### src/rtl/mc_pkg.sv
// Shared encodings for the multi-cycle RV32I controller: FSM states, opcodes,
// ALU operation classes and the datapath mux select codes.
package mc_pkg;

  typedef enum logic [3:0] {
    FETCH    = 4'd0,
    DECODE   = 4'd1,
    MEMADR   = 4'd2,
    MEMREAD  = 4'd3,
    MEMWB    = 4'd4,
    MEMWRITE = 4'd5,
    EXECR    = 4'd6,
    EXECI    = 4'd7,
    ALUWB    = 4'd8,
    BRANCH   = 4'd9,
    JAL      = 4'd10
  } state_t;

  typedef enum logic [1:0] {
    ALUOP_ADD     = 2'b00,
    ALUOP_SUB     = 2'b01,
    ALUOP_FUNCT   = 2'b10,
    ALUOP_FUNCT_I = 2'b11
  } alu_op_t;

  localparam logic [6:0] OP_LOAD   = 7'b0000011;
  localparam logic [6:0] OP_STORE  = 7'b0100011;
  localparam logic [6:0] OP_RTYPE  = 7'b0110011;
  localparam logic [6:0] OP_ITYPE  = 7'b0010011;
  localparam logic [6:0] OP_BRANCH = 7'b1100011;
  localparam logic [6:0] OP_JAL    = 7'b1101111;

  localparam logic [3:0] ALU_ADD = 4'b0000;
  localparam logic [3:0] ALU_SUB = 4'b0001;
  localparam logic [3:0] ALU_AND = 4'b0010;
  localparam logic [3:0] ALU_OR  = 4'b0011;
  localparam logic [3:0] ALU_XOR = 4'b0100;
  localparam logic [3:0] ALU_SLT = 4'b0101;
  localparam logic [3:0] ALU_SLL = 4'b0110;
  localparam logic [3:0] ALU_SRL = 4'b0111;
  localparam logic [3:0] ALU_SRA = 4'b1000;

  localparam logic [1:0] IMM_I = 2'b00;
  localparam logic [1:0] IMM_S = 2'b01;
  localparam logic [1:0] IMM_B = 2'b10;
  localparam logic [1:0] IMM_J = 2'b11;

  localparam logic [1:0] RES_ALUOUT    = 2'b00;
  localparam logic [1:0] RES_DATA      = 2'b01;
  localparam logic [1:0] RES_ALURESULT = 2'b10;

  localparam logic [1:0] SRCA_PC    = 2'b00;
  localparam logic [1:0] SRCA_OLDPC = 2'b01;
  localparam logic [1:0] SRCA_RS1   = 2'b10;

  localparam logic [1:0] SRCB_RS2  = 2'b00;
  localparam logic [1:0] SRCB_IMM  = 2'b01;
  localparam logic [1:0] SRCB_FOUR = 2'b10;

endpackage

### src/rtl/alu_decoder.sv
// Maps the FSM's ALU operation class plus funct fields onto the ALU control code.
module alu_decoder
  import mc_pkg::*;
(
  input  alu_op_t    alu_op,
  input  logic [2:0] funct3,
  input  logic       funct7b5,
  input  logic       op5,
  output logic [3:0] alu_control
);

  // Immediate forms never subtract: funct7b5 there is an immediate bit, not an opcode bit.
  always_comb begin
    alu_control = ALU_ADD;
    case (alu_op)
      ALUOP_ADD: alu_control = ALU_ADD;
      ALUOP_SUB: alu_control = ALU_SUB;
      default: begin
        case (funct3)
          3'b000: alu_control = (alu_op == ALUOP_FUNCT && op5 && funct7b5) ? ALU_SUB : ALU_ADD;
          3'b001: alu_control = ALU_SLL;
          3'b010: alu_control = ALU_SLT;
          3'b100: alu_control = ALU_XOR;
          3'b101: alu_control = funct7b5 ? ALU_SRA : ALU_SRL;
          3'b110: alu_control = ALU_OR;
          3'b111: alu_control = ALU_AND;
          default: alu_control = ALU_ADD;
        endcase
      end
    endcase
  end

endmodule

### src/rtl/mc_controller.sv
// Multi-cycle control FSM sequencing fetch, decode, execute, memory and writeback
// for the RV32I datapath; Moore outputs with a few MemReady/Zero-gated enables.
module mc_controller
  import mc_pkg::*;
(
  input  logic       clk,
  input  logic       reset,
  input  logic [6:0] op,
  input  logic [2:0] funct3,
  input  logic       funct7b5,
  input  logic       Zero,
  input  logic       MemReady,
  output logic       PCWrite,
  output logic       AdrSrc,
  output logic       IRWrite,
  output logic       MemWrite,
  output logic       RegWrite,
  output logic [1:0] ResultSrc,
  output logic [1:0] ALUSrcA,
  output logic [1:0] ALUSrcB,
  output logic [1:0] ImmSrc,
  output logic [3:0] ALUControl,
  output logic       IllegalInstr,
  output logic [3:0] StateOut
);

  state_t  state, next_state;
  alu_op_t alu_op;
  logic    pc_write, ir_write, mem_write, reg_write, illegal;

  always_ff @(posedge clk or negedge reset) begin
    if (!reset) state <= FETCH;
    else        state <= next_state;
  end

  always_comb begin
    next_state = FETCH;
    pc_write   = 1'b0;
    ir_write   = 1'b0;
    mem_write  = 1'b0;
    reg_write  = 1'b0;
    illegal    = 1'b0;
    AdrSrc     = 1'b0;
    ResultSrc  = RES_ALUOUT;
    ALUSrcA    = SRCA_PC;
    ALUSrcB    = SRCB_RS2;
    alu_op     = ALUOP_ADD;
    case (state)
      FETCH: begin
        ALUSrcB    = SRCB_FOUR;
        ResultSrc  = RES_ALURESULT;
        ir_write   = MemReady;
        pc_write   = MemReady;
        next_state = MemReady ? DECODE : FETCH;
      end
      DECODE: begin
        ALUSrcA = SRCA_OLDPC;
        ALUSrcB = SRCB_IMM;
        case (op)
          OP_LOAD, OP_STORE: next_state = MEMADR;
          OP_RTYPE:          next_state = EXECR;
          OP_ITYPE:          next_state = EXECI;
          OP_BRANCH:         next_state = BRANCH;
          OP_JAL:            next_state = JAL;
          default: begin
            next_state = FETCH;
            illegal    = 1'b1;
          end
        endcase
      end
      MEMADR: begin
        ALUSrcA    = SRCA_RS1;
        ALUSrcB    = SRCB_IMM;
        next_state = op[5] ? MEMWRITE : MEMREAD;
      end
      MEMREAD: begin
        AdrSrc     = 1'b1;
        next_state = MemReady ? MEMWB : MEMREAD;
      end
      MEMWB: begin
        ResultSrc  = RES_DATA;
        reg_write  = 1'b1;
        next_state = FETCH;
      end
      MEMWRITE: begin
        AdrSrc     = 1'b1;
        mem_write  = 1'b1;
        next_state = MemReady ? FETCH : MEMWRITE;
      end
      EXECR: begin
        ALUSrcA    = SRCA_RS1;
        ALUSrcB    = SRCB_RS2;
        alu_op     = ALUOP_FUNCT;
        next_state = ALUWB;
      end
      EXECI: begin
        ALUSrcA    = SRCA_RS1;
        ALUSrcB    = SRCB_IMM;
        alu_op     = ALUOP_FUNCT_I;
        next_state = ALUWB;
      end
      ALUWB: begin
        reg_write  = 1'b1;
        next_state = FETCH;
      end
      BRANCH: begin
        ALUSrcA    = SRCA_RS1;
        alu_op     = ALUOP_SUB;
        pc_write   = (funct3 == 3'b000) ? Zero : (funct3 == 3'b001) ? ~Zero : 1'b0;
        next_state = FETCH;
      end
      JAL: begin
        ALUSrcA    = SRCA_OLDPC;
        ALUSrcB    = SRCB_FOUR;
        pc_write   = 1'b1;
        next_state = ALUWB;
      end
      default: next_state = FETCH;
    endcase
  end

  // The immediate type depends only on op, so it is valid in every state.
  always_comb begin
    case (op)
      OP_STORE:  ImmSrc = IMM_S;
      OP_BRANCH: ImmSrc = IMM_B;
      OP_JAL:    ImmSrc = IMM_J;
      default:   ImmSrc = IMM_I;
    endcase
  end

  // Gating with reset keeps FETCH's MemReady-driven enables quiet while reset is held.
  assign PCWrite      = reset & pc_write;
  assign IRWrite      = reset & ir_write;
  assign MemWrite     = reset & mem_write;
  assign RegWrite     = reset & reg_write;
  assign IllegalInstr = reset & illegal;
  assign StateOut     = state;

  alu_decoder u_alu_decoder (
    .alu_op      (alu_op),
    .funct3      (funct3),
    .funct7b5    (funct7b5),
    .op5         (op[5]),
    .alu_control (ALUControl)
  );

endmodule

### config.mk
export PLATFORM = sky130hd
export DESIGN_NAME = mc_controller
export DESIGN_NICKNAME = d
export VERILOG_FILES = /design/src/rtl/mc_pkg.sv /design/src/rtl/alu_decoder.sv /design/src/rtl/mc_controller.sv
export SDC_FILE = /design/constraint.sdc
export NUM_CORES = 1
export LEC_CHECK = 0
export CAP_MARGIN = 20
export CORE_MARGIN = 4
export CORE_UTILIZATION = 34
export CTS_BUF_LIST = sky130_fd_sc_hd__clkbuf_2
export DETAILED_ROUTE_END_ITERATION = 10
export PLACE_DENSITY_LB_ADDON = 0.25
export SYNTH_ARGS = -nofsm -noshare
export SYNTH_HDL_FRONTEND = slang
export SYNTH_SLANG_ARGS = --single-unit
### constraint.sdc
create_clock -name clk -period 1.2 [get_ports clk]
set_input_delay 0.18 -clock clk [delete_from_list [all_inputs] [get_ports clk]]
set_output_delay 0.18 -clock clk [all_outputs]
set_load 0.02 [all_outputs]
# After elaboration in Yosys (flattened, before gate mapping)

Cells that the tools add are included.

Bits of input ports: 15
Register bits: 4
Word-level logic and storage cells: 69
Output and inout port bits: 22

Bitwise gates (word level): 6
Reductions and logical operators: 14
Equal/unequal tests: 24
Muxes and demuxes: 24

Operator list:

| kind               | count |
|---|---|
| $pmux 4 s7         | 1 |
| $pmux 4 s6         | 1 |
| $pmux 4 s5         | 1 |
| $eq 4x3->1 const B | 4 |
| $eq 7x6->1 const B | 2 |
| $eq 7x7->1 const B | 2 |
| $eq 3x3->1 const B | 4 |
| $eq 4x4->1 const B | 3 |
| $pmux 2 s2         | 3 |
| $pmux 2 s3         | 2 |
| $mux 1             | 10 |
| $reduce_or 2->1    | 5 |
| $mux 3             | 3 |
| $eq 4x2->1 const B | 2 |
| $pmux 4 s2         | 1 |
| $eq 7x2->1 const B | 1 |
| $eq 7x5->1 const B | 1 |
| $reduce_or 3->1    | 2 |
| $reduce_or 6->1    | 1 |
| $and 1x1->1        | 5 |
| $eq 4x1->1 const B | 1 |
| $logic_not 4->1    | 1 |
| $mux 4             | 1 |
| $reduce_or 4->1    | 1 |
| 9 further kinds    | 10 |

# Longest topological paths before layout

Gate-level depths: netlist of the first run.

Word-level depth: 8
Depth in mapped cells: 5

# Modules after synthesis

Synthesis of the first run repeated with hierarchy kept, for this count alone.

Cell total of the unflattened synthesis: 94
Area total of the unflattened synthesis: 641.9 um^2

Modules (own cells, without submodules):

| module        | area an instance (um^2) | cells an instance | times used |
|---|---|---|---|
| mc_controller | 544.3                   | 77                | 1 |
| alu_decoder   | 97.6                    | 17                | 1 |

# Least setup slack after synthesis of the first run

OpenSTA, ideal clock, no wires.

Path kind: flip-flop to output port
From: register state[3], in the netlist StateOut[3]
To: output port ALUControl[3]
Data arrival time: 1.587 ns
Data required time: 1.020 ns
Setup slack: -0.567 ns
Stages on the path, launching flop included: 4
Cell sequence: dfrtp_1 nand2b_4 or2_4 nor4_1

Word-level cells in the longest chain between the ends: 4

Ends and longest elaborated chain:

| element                                       | RTL line            | source |
|---|---|---|
| from (decl)                                   | mc_controller.sv:27 | `state_t state, next_state;` |
| from (signal assigned)                        | mc_controller.sv:33 | `else state <= next_state;` |
| $eq 4x4->1 or $eq 4x3->1 (tied branches)      | mc_controller.sv:48 | `case (state)` |
| $pmux 2 s3 *                                  | mc_controller.sv:48 |  |
| $eq 2x1->1 or $logic_not 2->1 (tied branches) | alu_decoder.sv:15   | `case (alu_op)` |
| $pmux 4 s2 *                                  | alu_decoder.sv:15   |  |
| to (decl)                                     | mc_controller.sv:22 | `output logic [3:0] ALUControl,` |

Every way passes the cells marked *; elsewhere a longest branch is shown, timed or not.

# Final worst setup path of the first run

From: register state[0], in the netlist StateOut[0]
To: output port ALUControl[0]

Word-level cells in the longest chain between the ends: 8

Ends and longest elaborated chain:

| element                                  | RTL line            | source |
|---|---|---|
| $eq 4x4->1 or $eq 4x3->1 (tied branches) | mc_controller.sv:48 |  |
| $pmux 2 s3 *                             | mc_controller.sv:48 |  |
| $eq 2x2->1                               | alu_decoder.sv:20   | `3'b000: alu_control = (alu_op == ALUOP_FUNCT && op5 && funct7b5) ? ALU_SUB : ALU_ADD;` |
| $logic_and 1x1->1 (2 in series)          | alu_decoder.sv:20   |  |
| $mux 1                                   | alu_decoder.sv:20   |  |
| $pmux 4 s7                               | alu_decoder.sv:19   | `case (funct3)` |
| $pmux 4 s2 *                             | alu_decoder.sv:15   |  |

Marks and branches as above.

==> qor.yml, run 1 <==
setup_path:
  worstSetupPathType: "reg2out"
  startpoint_type: "flop"
  critPathRequiredTime_ns: 1.02
  crit_path_end_kind: "output port"
  crit_arrival_ns: 1.58
  crit_path_max_fanout: 3
grt:
  antenna_found_initial: 0
  track_usage_pct: 24.98
  grt_max_degree: 15
  grt_pass1_vias: 1070
  grt_pass1_wl_um: 4767
  grt_overflow: 0
placement:
  hpwl_um: 1867
  gp_congestion: 0.7861
  pre_cts_ws_ns: -0.9591
  placed_cells: 174
  io_buffers: 36
sta:
  period_share_pct: 146.7
  skew_ns: 0.002757
  rsz0062_at_grt: "yes"
  fin_crit_ns: 1.761
  hold_violations: 0
  fmax_ghz: 0.5680
  maxSlewHeadroom_pct: 72.73
  timing.hold.ws_ns: 0.4587
  setup_viol: 21
  slew_viol_final: 0
  worst_slew_pin_slew_ns: 0.4059
  setup_ws_ns: -0.5605
cts:
  clk_path_buf_depth: 2
  cts_sinks: 4
  cts_buffers: 3
  cts-root-buf: "clkbuf_2"
  cts_max_level: 1
  clk_pin_slew_ns: 0.05
  cts_tree: "built"
  cts_hold_buf: 0
  clock_latency_ns: 0.22
finish:
  largest_register_ffs: 4
  final_cells: 191
  final_nets: 183
  antennaDiodeCount: 0
  syn_to_final_growth_pct: 144.7
  layout-drive-gt1-share_pct: 66.27
yosys:
  synth.avg_cell_area_um2: 6.917
  netlist_instances: 89
  netlist_area_um2: 615.6
  ys_seq_area_share_pct: 16.26
  synth_top_cell_area_share_pct: 16.26
  yosysUniqueCellTypes: 37
  synthTopCellsByArea: "dfrtp_1 (16%), nor2_1 (7.9%), a21oi_1 (7.3%)"
  syn_nets: 104
  yosysWarnings: 0
  synth_edf_count: 0
  synth-async-reset-ratio_pct: 100.0
  synth_top_flop_cell: "dfrtp_1"
  yosysTopAreaCell: "dfrtp_1"
  ys_ff_latch: 4
power_and_ir_drop:
  power.total_uw: 808.8
  pwr_density_cell_nw_per_um2: 536.9
  p_leak_nw: 0.7127
  peakVddDrop_mv: 0.4139
die:
  io_pins: 37
  initial_core_util_pct: 35.65
  die_area_um2: 2555
  rows: 15
  die_width_um: 50.55
  core-area_um2: 1727
  chipHeight_um: 50.55
hold_path:
  hold_path.class: "in2async"
drt:
  drtIter0Drc: 31
  ant_nets: 0
  remaining_drc_errors: 0
  viasPerCell: 5.482
  wl_um: 3282
  firstDrtPassIters: 4
  route.vias.total: 1047
  drt-wirelength-per-cell_um: 17.18
outcome:
  status: "finished, violations left"
  failed_checks: "setup timing"
run:
  max-cap-violations: 0
cells by family (layout without fill, tap and decap cells):
group	count (synthesis)	count (layout)	synth area share [%]
DFF	4	4	16.26
buffers and inverters	9	86	6.301
xor gates and xnor gates	3	3	4.269
muxes	2	2	3.252
and+or+nand+nor	52	52	49.19
AOI/OAI and AO/OA	19	19	20.73
per-layer routing:
layer | up-vias | part of all wire [%] | global-route usage [%]
li1 | 482 | - | -
met4 | 0 | 3.3 | 16.14
met5 | - | 0 | 0
met2 | 54 | 53 | 48.26
met1 | 497 | 39 | 25.23
met3 | 14 | 4.1 | 1.780
synthesized netlist by cell type, drive strengths merged, types with 2 or more instances:
cell type,n
inv,3
xnor2,2
nor2b,2
nand4,2
and4,2
nor3,2
nand2b,2
dfrtp,4
and2,3
and3,3
o22ai,3
nor3b,3
or2,2
nor2,13
a21oi,9
nor4,4
buf,4
mux2i,2
clkbuf,2
and2b,2
nand2,8
layout by cell type, fill, tap and decap left out, types with 2 or more instances in the layout:
cell,instances
clkbuf_2,4
nor2_4,2
nand2_1,7
buf_4,44
o22ai_1,3
buf_2,4
and2_4,2
and3_4,3
mux2i_1,2
dlygate4sd2_1,6
nor4_4,3
clkdlybuf4s50_1,4
nor3b_2,2
nor2b_1,2
nor3_1,2
nor2_2,7
a21oi_2,3
inv_1,3
dfrtp_2,4
a21oi_1,6
nor2_1,4
buf_6,17
nand4_1,2
final timing paths:
kind | startpoint | endpoint | slack (ns) | cells after the start
max | StateOut[0]$_DFF_PN0_ | ALUControl[0] | -0.56 | 6
min | reset | StateOut[2]$_DFF_PN0_ | 0.46 | 2
min reg2reg | StateOut[3]$_DFF_PN0_ | StateOut[0]$_DFF_PN0_ | 0.70 | 2
max reg2reg | StateOut[1]$_DFF_PN0_ | StateOut[2]$_DFF_PN0_ | -0.34 | 6
min in group clk | op[0] | StateOut[0]$_DFF_PN0_ | 0.47 | 3
max in group asynchronous | reset | StateOut[1]$_DFF_PN0_ | 0.62 | 2
report_power, final:
group          internal, mW  leakage [nW]  switching [mW]
combinational         0.269         0.652           0.259
sequential            0.143        0.0480         0.00811
clock                0.0673        0.0125          0.0626
per-stage QoR:
stage,TNS (ns),cell area (um2),utilization (%)
4_1_cts,-6.487,1445,83.70
2_1_floorplan,-2.244,708.2,-
6_report,-7.080,1506,87.25
5_1_grt,-7.947,1506,87.25
3_3_place_gp,-13.27,1305,75.58
3_5_place_dp,-13.86,1305,75.58
cell type report:
cell class	count	area (um2)
Clock buffer	3	15.01
Fill cell	96	220.2
Inverter	3	11.26
Multi-Input combinational cell	76	646.9
Sequential cell	4	105.1
Tap cell	25	31.28
Timing Repair Buffer	80	696.9
critical path: stages (launching register included):
cell and delay (ns):
dfrtp_2 0.38, buf_4 0.11, nor2_1 0.04, a31oi_1 0.22, nor3_1 0.09, or3_4 0.39
buf_6 0.14
repair_timing:
item	4_1_cts	5_1_grt
endpoints found under the setup margin	26	22
resized for setup	148	16
buffers inserted	10	4
gates cloned	1	0
pin swaps	15	2
(Power assumes the default switching activity.)
==> inputs of run 2 (changes only) <==
--- a/config.mk
+++ b/config.mk
@@ -5,8 +5,7 @@
 export SDC_FILE = /design/constraint.sdc
 export NUM_CORES = 1
 export LEC_CHECK = 0
-export CAP_MARGIN = 20
-export CORE_MARGIN = 4
+export CAP_MARGIN = 25
 export CORE_UTILIZATION = 34
 export CTS_BUF_LIST = sky130_fd_sc_hd__clkbuf_2
 export DETAILED_ROUTE_END_ITERATION = 10
==> run 2 against run 1 <==
  * The flow still finishes with violations (setup timing)
  * Clock-buffer cell count did not move
  * Largest cell class is now multi-input combinational cells
  * Cell count fell by 4.7%
  * Sequential power barely moved
  * Design area fell by 1.8%
  * Die area fell by 22%
  * Critical path type unchanged
  * Critical path depth fell by 1
  * Largest power group unchanged
  * Critical endpoint is now ALUControl[2]
  * First-iteration DRC count fell by 19%
  * Utilization fell by 0.65 points
  * Combinational power rose by 3%
  * Highest routed layer unchanged
  * Non-clock buffer count fell by 9
  * Clock skew rose by 0.0028 ns
==> qor.yml, run 2 (same netlist as run 1, synthesis figures left out) <==
outcome:
  status: "finished, violations left"
  failed_checks: "setup timing"
die:
  die_width_um: 44.55
  rows: 15
  initial_core_util_pct: 36.04
  die_area_um2: 1985
  io_pins: 37
  core-area_um2: 1708
  chipHeight_um: 44.55
grt:
  grt_overflow: 0
  track_usage_pct: 30.03
  grt_max_degree: 15
  grt_pass1_wl_um: 4326
  busiest_layer: "met2"
  use_met2_pct: 52.06
  grt_use_met1_pct: 36.63
  met3_usage_pct: 4.490
  antenna_found_initial: 0
  grt_pass1_vias: 920
setup_path:
  critPathRequiredTime_ns: 1.02
  crit_arrival_ns: 1.59
  worstSetupPathType: "reg2out"
  crit_path_max_fanout: 3
  r2r_slack_ns: -0.50
  startpoint_type: "flop"
  crit_path_end_kind: "output port"
hold_path:
  hold_path.class: "in2reg"
cts:
  cts_tree: "built"
  clock_latency_ns: 0.21
  cts_buffers: 3
  clk_path_buf_depth: 2
  clk_pin_slew_ns: 0.05
  cts-root-buf: "clkbuf_2"
  cts_sinks: 4
  cts_max_level: 1
drt:
  viasPerCell: 5.495
  firstDrtPassIters: 5
  drt-wirelength-per-cell_um: 17.15
  route.vias.total: 1000
  ant_nets: 0
  drtIter0Drc: 25
  wl_um: 3121
  remaining_drc_errors: 0
placement:
  io_buffers: 36
  pre_cts_ws_ns: -0.9487
  gp_congestion: 0.8250
  hpwl_um: 1788
sta:
  maxSlewHeadroom_pct: 76.32
  fin_setup_tns_ns: -7.872
  timing.hold.ws_ns: 0.3904
  worst_slew_pin_slew_ns: 0.3525
  skew_ns: 0.005598
  slew_viol_final: 0
  setup_ws_ns: -0.5653
  hold_violations: 0
  fin_crit_ns: 1.765
  setup_viol: 22
  period_share_pct: 147.1
  rsz0062_at_grt: "yes"
  fmax_ghz: 0.5665
power_and_ir_drop:
  power.total_uw: 817.9
  pwr_density_cell_nw_per_um2: 553.1
  peakVddDrop_mv: 0.4979
  p_leak_nw: 0.6667
finish:
  syn_to_final_growth_pct: 140.2
  largest_register_ffs: 4
  layout-drive-gt1-share_pct: 67.52
  layout_commonest_cell: "buf_4"
  antennaDiodeCount: 0
  final_nets: 174
  num-fill-cells: 93
  utilization_pct: 86.59
  layout_common_cells: "buf_4 (33), buf_6 (15), nand2_1 (7), nor2_2 (7), dlygate4sd2_1 (7)"
run:
  max-cap-violations: 0
## run 2: worst paths after layout
check,from,endpoint,cells after the start
setup / recovery,StateOut[3]$_DFF_PN0_,ALUControl[2],5
setup reg to reg,StateOut[1]$_DFF_PN0_,StateOut[2]$_DFF_PN0_,7
hold reg to reg,StateOut[3]$_DFF_PN0_,StateOut[0]$_DFF_PN0_,2
min in group asynchronous,reset,StateOut[1]$_DFF_PN0_,2
hold / removal,op[3],StateOut[0]$_DFF_PN0_,4
max in group asynchronous,reset,StateOut[2]$_DFF_PN0_,2
## run 2: power by group
part | internal [mW] | total [mW] | switching [mW]
clock | 0.0671 | 0.124 | 0.0573
combinational | 0.272 | 0.542 | 0.270
sequential | 0.143 | 0.151 | 0.00801
total | 0.482 | 0.818 | 0.336
## run 2: layout make-up
type | instances | area (um2) | area share (%)
flip-flops and latches | 4 | 105.1 | 7.107
inverters | 3 | 11.26 | 0.7614
well taps | 25 | 31.28 | 2.115
repair buffers | 71 | 626.9 | 42.39
clock buffers | 3 | 15.01 | 1.015
multi-input cells | 76 | 689.4 | 46.62
## run 2: layer usage
layer / routed length, um / vias up
li1: - / 460
met1: 1268 / 474
met2: 1633 / 56
met3: 152 / 10
met4: 68 / 0
met5: 0 / -
## run 2: what timing repair did
item,in CTS,in global routing
pin swaps,14,12
buffers inserted,5,5
gates resized for setup,134,25
endpoints found under the setup margin,26,24
hold endpoints to repair,0,0
hold buffers,0,0
## run 2: worst max-delay path, stage by stage, from the launching register on
cell       delay (ns)
dfrtp_2          0.41
nand2b_4         0.15
or2_4            0.27
buf_12           0.14
a2111oi_4        0.20
buf_4            0.20
## run 2: stage by stage
stage | instances | cell area (um2)
3_5_place_dp | 171 | 1282
4_1_cts | 179 | 1386
6_report | 182 | 1479
2_1_floorplan | 89 | 708.2
3_3_place_gp | 171 | 1282
5_1_grt | 182 | 1479
==> inputs of run 3 (changes only) <==
--- a/config.mk
+++ b/config.mk
@@ -9,7 +9,8 @@
 export CORE_UTILIZATION = 34
 export CTS_BUF_LIST = sky130_fd_sc_hd__clkbuf_2
 export DETAILED_ROUTE_END_ITERATION = 10
-export PLACE_DENSITY_LB_ADDON = 0.25
+export PLACE_DENSITY = 0.77
+export RECOVER_POWER = 100
 export SYNTH_ARGS = -nofsm -noshare
 export SYNTH_HDL_FRONTEND = slang
 export SYNTH_SLANG_ARGS = --single-unit
==> run 3 against run 2 <==
  * The flow now stops in global routing (5_1_grt)
  * Synthesized cell count unchanged
  * Area after synthesis is the same
==> qor.yml, run 3 <==
outcome:
  status: "aborted with a tool error"
  lastStage: "global routing (5_1_grt)"
  firstError: "[ERROR DPL-0038] Utilization greater than 100%, impossible to legalize"
cts:
  cts_buffers: 3
  cts_hold_buf: 0
  cts_sinks: 4
  clk_path_buf_depth: 2
  cts_max_level: 1
  cts-root-buf: "clkbuf_2"
yosys:
  synth_top_flop_cell: "dfrtp_1"
  netlist_area_um2: 615.6
  yosys-top-cells-count: "nor2_1 (13), a21oi_1 (9), nand2_1 (8)"
  ys_ff_latch: 4
  yosysTopAreaCell: "dfrtp_1"
  ys_seq_area_share_pct: 16.26
  synthTopCellsByArea: "dfrtp_1 (16%), nor2_1 (7.9%), a21oi_1 (7.3%)"
  synth_edf_count: 0
  synth-async-reset-ratio_pct: 100.0
  yosysWarnings: 0
  yosysUniqueCellTypes: 37
  syn_nets: 104
  synth_top_cell_area_share_pct: 16.26
  yosysMostFrequentCell: "nor2_1"
  synth.avg_cell_area_um2: 6.917
  netlist_instances: 89
sta:
  endpoint_type: "top-level output"
  worstEndpointGrtRepair: "ALUControl[3]"
die:
  chipHeight_um: 44.55
  rows: 15
  die_width_um: 44.55
  initial_core_util_pct: 36.04
  io_pins: 37
placement:
  gp_congestion: 0.9104
  place_area_um2: 1343
  hpwl_um: 1948
  io_buffers: 36
grt:
  grt_max_degree: 11
run 3: repair_timing:
action,CTS
setup endpoints to repair,26
pin swaps,17
gates resized for setup,164
setup buffers,8
run 3: cell families after synthesis:
group | Yosys count | share of synthesized area, %
DFF | 4 | 16.26
xor gates and xnor gates | 3 | 4.269
muxes | 2 | 3.252
AOI/OAI and AO/OA | 19 | 20.73
and+or+nand+nor | 52 | 49.19
buffers and inverters | 9 | 6.301
run 3: per-stage QoR:
step | util, % | std cells | setup slack (ns) | setup TNS (ns) | hold WS (ns)
4_1_cts | 88.64 | 189 | -0.5242 | -6.894 | 0.3504
3_5_place_dp | 78.61 | 179 | -0.9670 | -14.07 | 0.7058
3_3_place_gp | 78.61 | 179 | -0.9125 | -13.59 | 0.7032
2_1_floorplan | - | 89 | -0.2564 | -2.244 | -0.1156
==> inputs of run 4 (changes only) <==
--- a/config.mk
+++ b/config.mk
@@ -6,10 +6,10 @@
 export NUM_CORES = 1
 export LEC_CHECK = 0
 export CAP_MARGIN = 25
-export CORE_UTILIZATION = 34
-export CTS_BUF_LIST = sky130_fd_sc_hd__clkbuf_2
+export CORE_AREA = 2 2 63 65
 export DETAILED_ROUTE_END_ITERATION = 10
-export PLACE_DENSITY = 0.77
+export DIE_AREA = 0 0 65 67
+export PLACE_DENSITY_LB_ADDON = 0.15
 export RECOVER_POWER = 100
 export SYNTH_ARGS = -nofsm -noshare
 export SYNTH_HDL_FRONTEND = slang
==> constraint.sdc (replaced) <==
create_clock -name clk -period 1.6 [get_ports clk]
set_input_delay 0.24 -clock clk [delete_from_list [all_inputs] [get_ports clk]]
set_output_delay 0.24 -clock clk [all_outputs]
set_load 0.02 [all_outputs]
==> run 4 against run 3 <==
  * The flow now finishes, with violations (setup timing)
==> qor.yml, run 4 (same netlist as run 1, synthesis figures left out) <==
setup_path:
  critPathRequiredTime_ns: 1.36
  startpoint: "StateOut[0]$_DFF_PN0_"
  crit_arrival_ns: 1.49
  crit_path_max_fanout: 4
  crit_path_end_kind: "output port"
  startpoint_type: "flop"
  crit_path_cell_trace: "and2b_2 > nand2_4 > nor2_2 > or3_1 > buf_6"
  worstReg2RegStart: "StateOut[0]$_DFF_PN0_"
  crit_buf_inv: 1
  cp_slowest_stage_delay_ns: 0.43
  path_delay_family: "simple AND/OR/NAND/NOR gates"
  critPathSlowestCell: "dfrtp_2"
  worstSetupPathType: "reg2out"
die:
  die_width_um: 65
  rows: 22
  initial_core_util_pct: 17.07
  io_pins: 37
  die_area_um2: 4355
  core-area_um2: 3606
  chipHeight_um: 67
cts:
  clk_path_buf_depth: 2
  clk_pin_slew_ns: 0.03
  cts-root-buf: "clkbuf_8"
  cts_tree: "built"
  cts_max_level: 1
  cts_buffers: 3
  cts_sinks: 4
  cts_hold_buf: 0
  clock_latency_ns: 0.21
power_and_ir_drop:
  p_int_uw: 447.4
  seqPwrFrac_pct: 17.2
  p_comb_share_pct: 51.8
  p_switching_uw: 217.6
  peakVddDrop_mv: 0.3467
  clock_power_share_pct: 31.0
  pwr_density_cell_nw_per_um2: 456.6
  power.share.switching_pct: 32.73
  p_leak_nw: 0.6745
placement:
  io_buffers: 36
  gp_congestion: 0.7643
  placed_cells: 201
  place_area_um2: 1294
  hpwl_um: 1968
drt:
  remaining_drc_errors: 0
  route.vias.total: 915
  viasPerCell: 4.399
  drtIter0Drc: 23
  firstDrtPassIters: 4
  drt-wirelength-per-cell_um: 11.83
  wl_um: 2460
  ant_nets: 0
grt:
  track_usage_pct: 12.11
  grt_max_degree: 14
  antenna_found_initial: 0
  grt_overflow: 0
  grt_pass1_vias: 916
  grt_pass1_wl_um: 4195
finish:
  largest_register_ffs: 4
  final_nets: 177
  layout_commonest_cell: "buf_4"
  num-fill-cells: 390
  syn_to_final_growth_pct: 136.6
  utilization_pct: 40.39
  layout-drive-gt1-share_pct: 55.63
  antennaDiodeCount: 0
  final_cells: 208
  layout_common_cells: "buf_4 (40), dlygate4sd2_1 (12), buf_6 (11), a21oi_1 (8)"
  finalInstanceArea_um2: 1456
sta:
  fmax_ghz: 0.5791
  period_share_pct: 107.9
  slew_viol_final: 0
  skew_ns: 0.0005065
  setup_viol: 6
  timing.hold.ws_ns: 0.5069
  maxSlewHeadroom_pct: 78.38
  fin_crit_ns: 1.727
  hold_violations: 0
  fin_setup_tns_ns: -0.3736
  setup_ws_ns: -0.1268
  rsz0062_at_grt: "yes"
  worst_slew_pin_slew_ns: 0.3218
hold_path:
  hold_path.class: "in2reg"
  hp-start: "op[4]"
run:
  max-cap-violations: 0
outcome:
  failed_checks: "setup timing"
  status: "finished, violations left"
## run 4: metrics by stage
step                worst slack (ns)  power [mW]
global route                 -0.1776      0.7114
detailed placement           -0.6854      0.4442
floorplan                   -0.01292      0.2568
global placement             -0.6395      0.4456
CTS                          -0.1337      0.6448
finish                       -0.1268      0.6650
## run 4: metal layers
metal  GRT usage [%]  share of wire [%]
met1           14.31                 42
met5               0                  0
met2           23.07                 53
met3           1.689                5.7
met4           2.394                  0
## run 4: repair_timing
item / CTS / global route
pin swaps: 9 / 9
resized for setup: 111 / 29
setup endpoints to repair: 20 / 17
setup buffers: 2 / 2
## run 4: final timing paths
kind / end / cells past startpoint / slack (ns)
max: ALUControl[0] / 5 / -0.13
min: StateOut[2]$_DFF_PN0_ / 3 / 0.51
max reg2reg: StateOut[2]$_DFF_PN0_ / 5 / 0.12
min reg2reg: StateOut[0]$_DFF_PN0_ / 3 / 0.83
max in group asynchronous: StateOut[0]$_DFF_PN0_ / 2 / 0.80
min in group asynchronous: StateOut[2]$_DFF_PN0_ / 2 / 0.61
## run 4: cell type report
| class | count | area [um2] | share of cell area (%) |
|---|---|---|---|
| flip-flops and latches | 4 | 101.3 | 6.959 |
| repair buffers | 74 | 624.3 | 42.87 |
| well taps | 48 | 60.06 | 4.124 |
| clock buffers | 3 | 41.29 | 2.835 |
| inverters | 3 | 11.26 | 0.7732 |
| multi-input cells | 76 | 618.1 | 42.44 |
## run 4: power by group through the flow
stage / combinational [mW] / sequential [mW] / clock [mW]
after global routing: 0.373 / 0.115 / 0.223
after floorplan: 0.136 / 0.120 / 0
after CTS: 0.319 / 0.113 / 0.213
after detailed placement: 0.331 / 0.114 / 0
final: 0.345 / 0.114 / 0.206
after global placement: 0.332 / 0.113 / 0
## run 4: worst min-delay path, delay by kind of cell
| family | cells | cell delay (ns) |
|---|---|---|
| AO/OA/AOI/OAI | 1 | 0.10 |
| AND/OR/NAND/NOR | 1 | 0.09 |
| buffers and inverters | 1 | 0.24 |
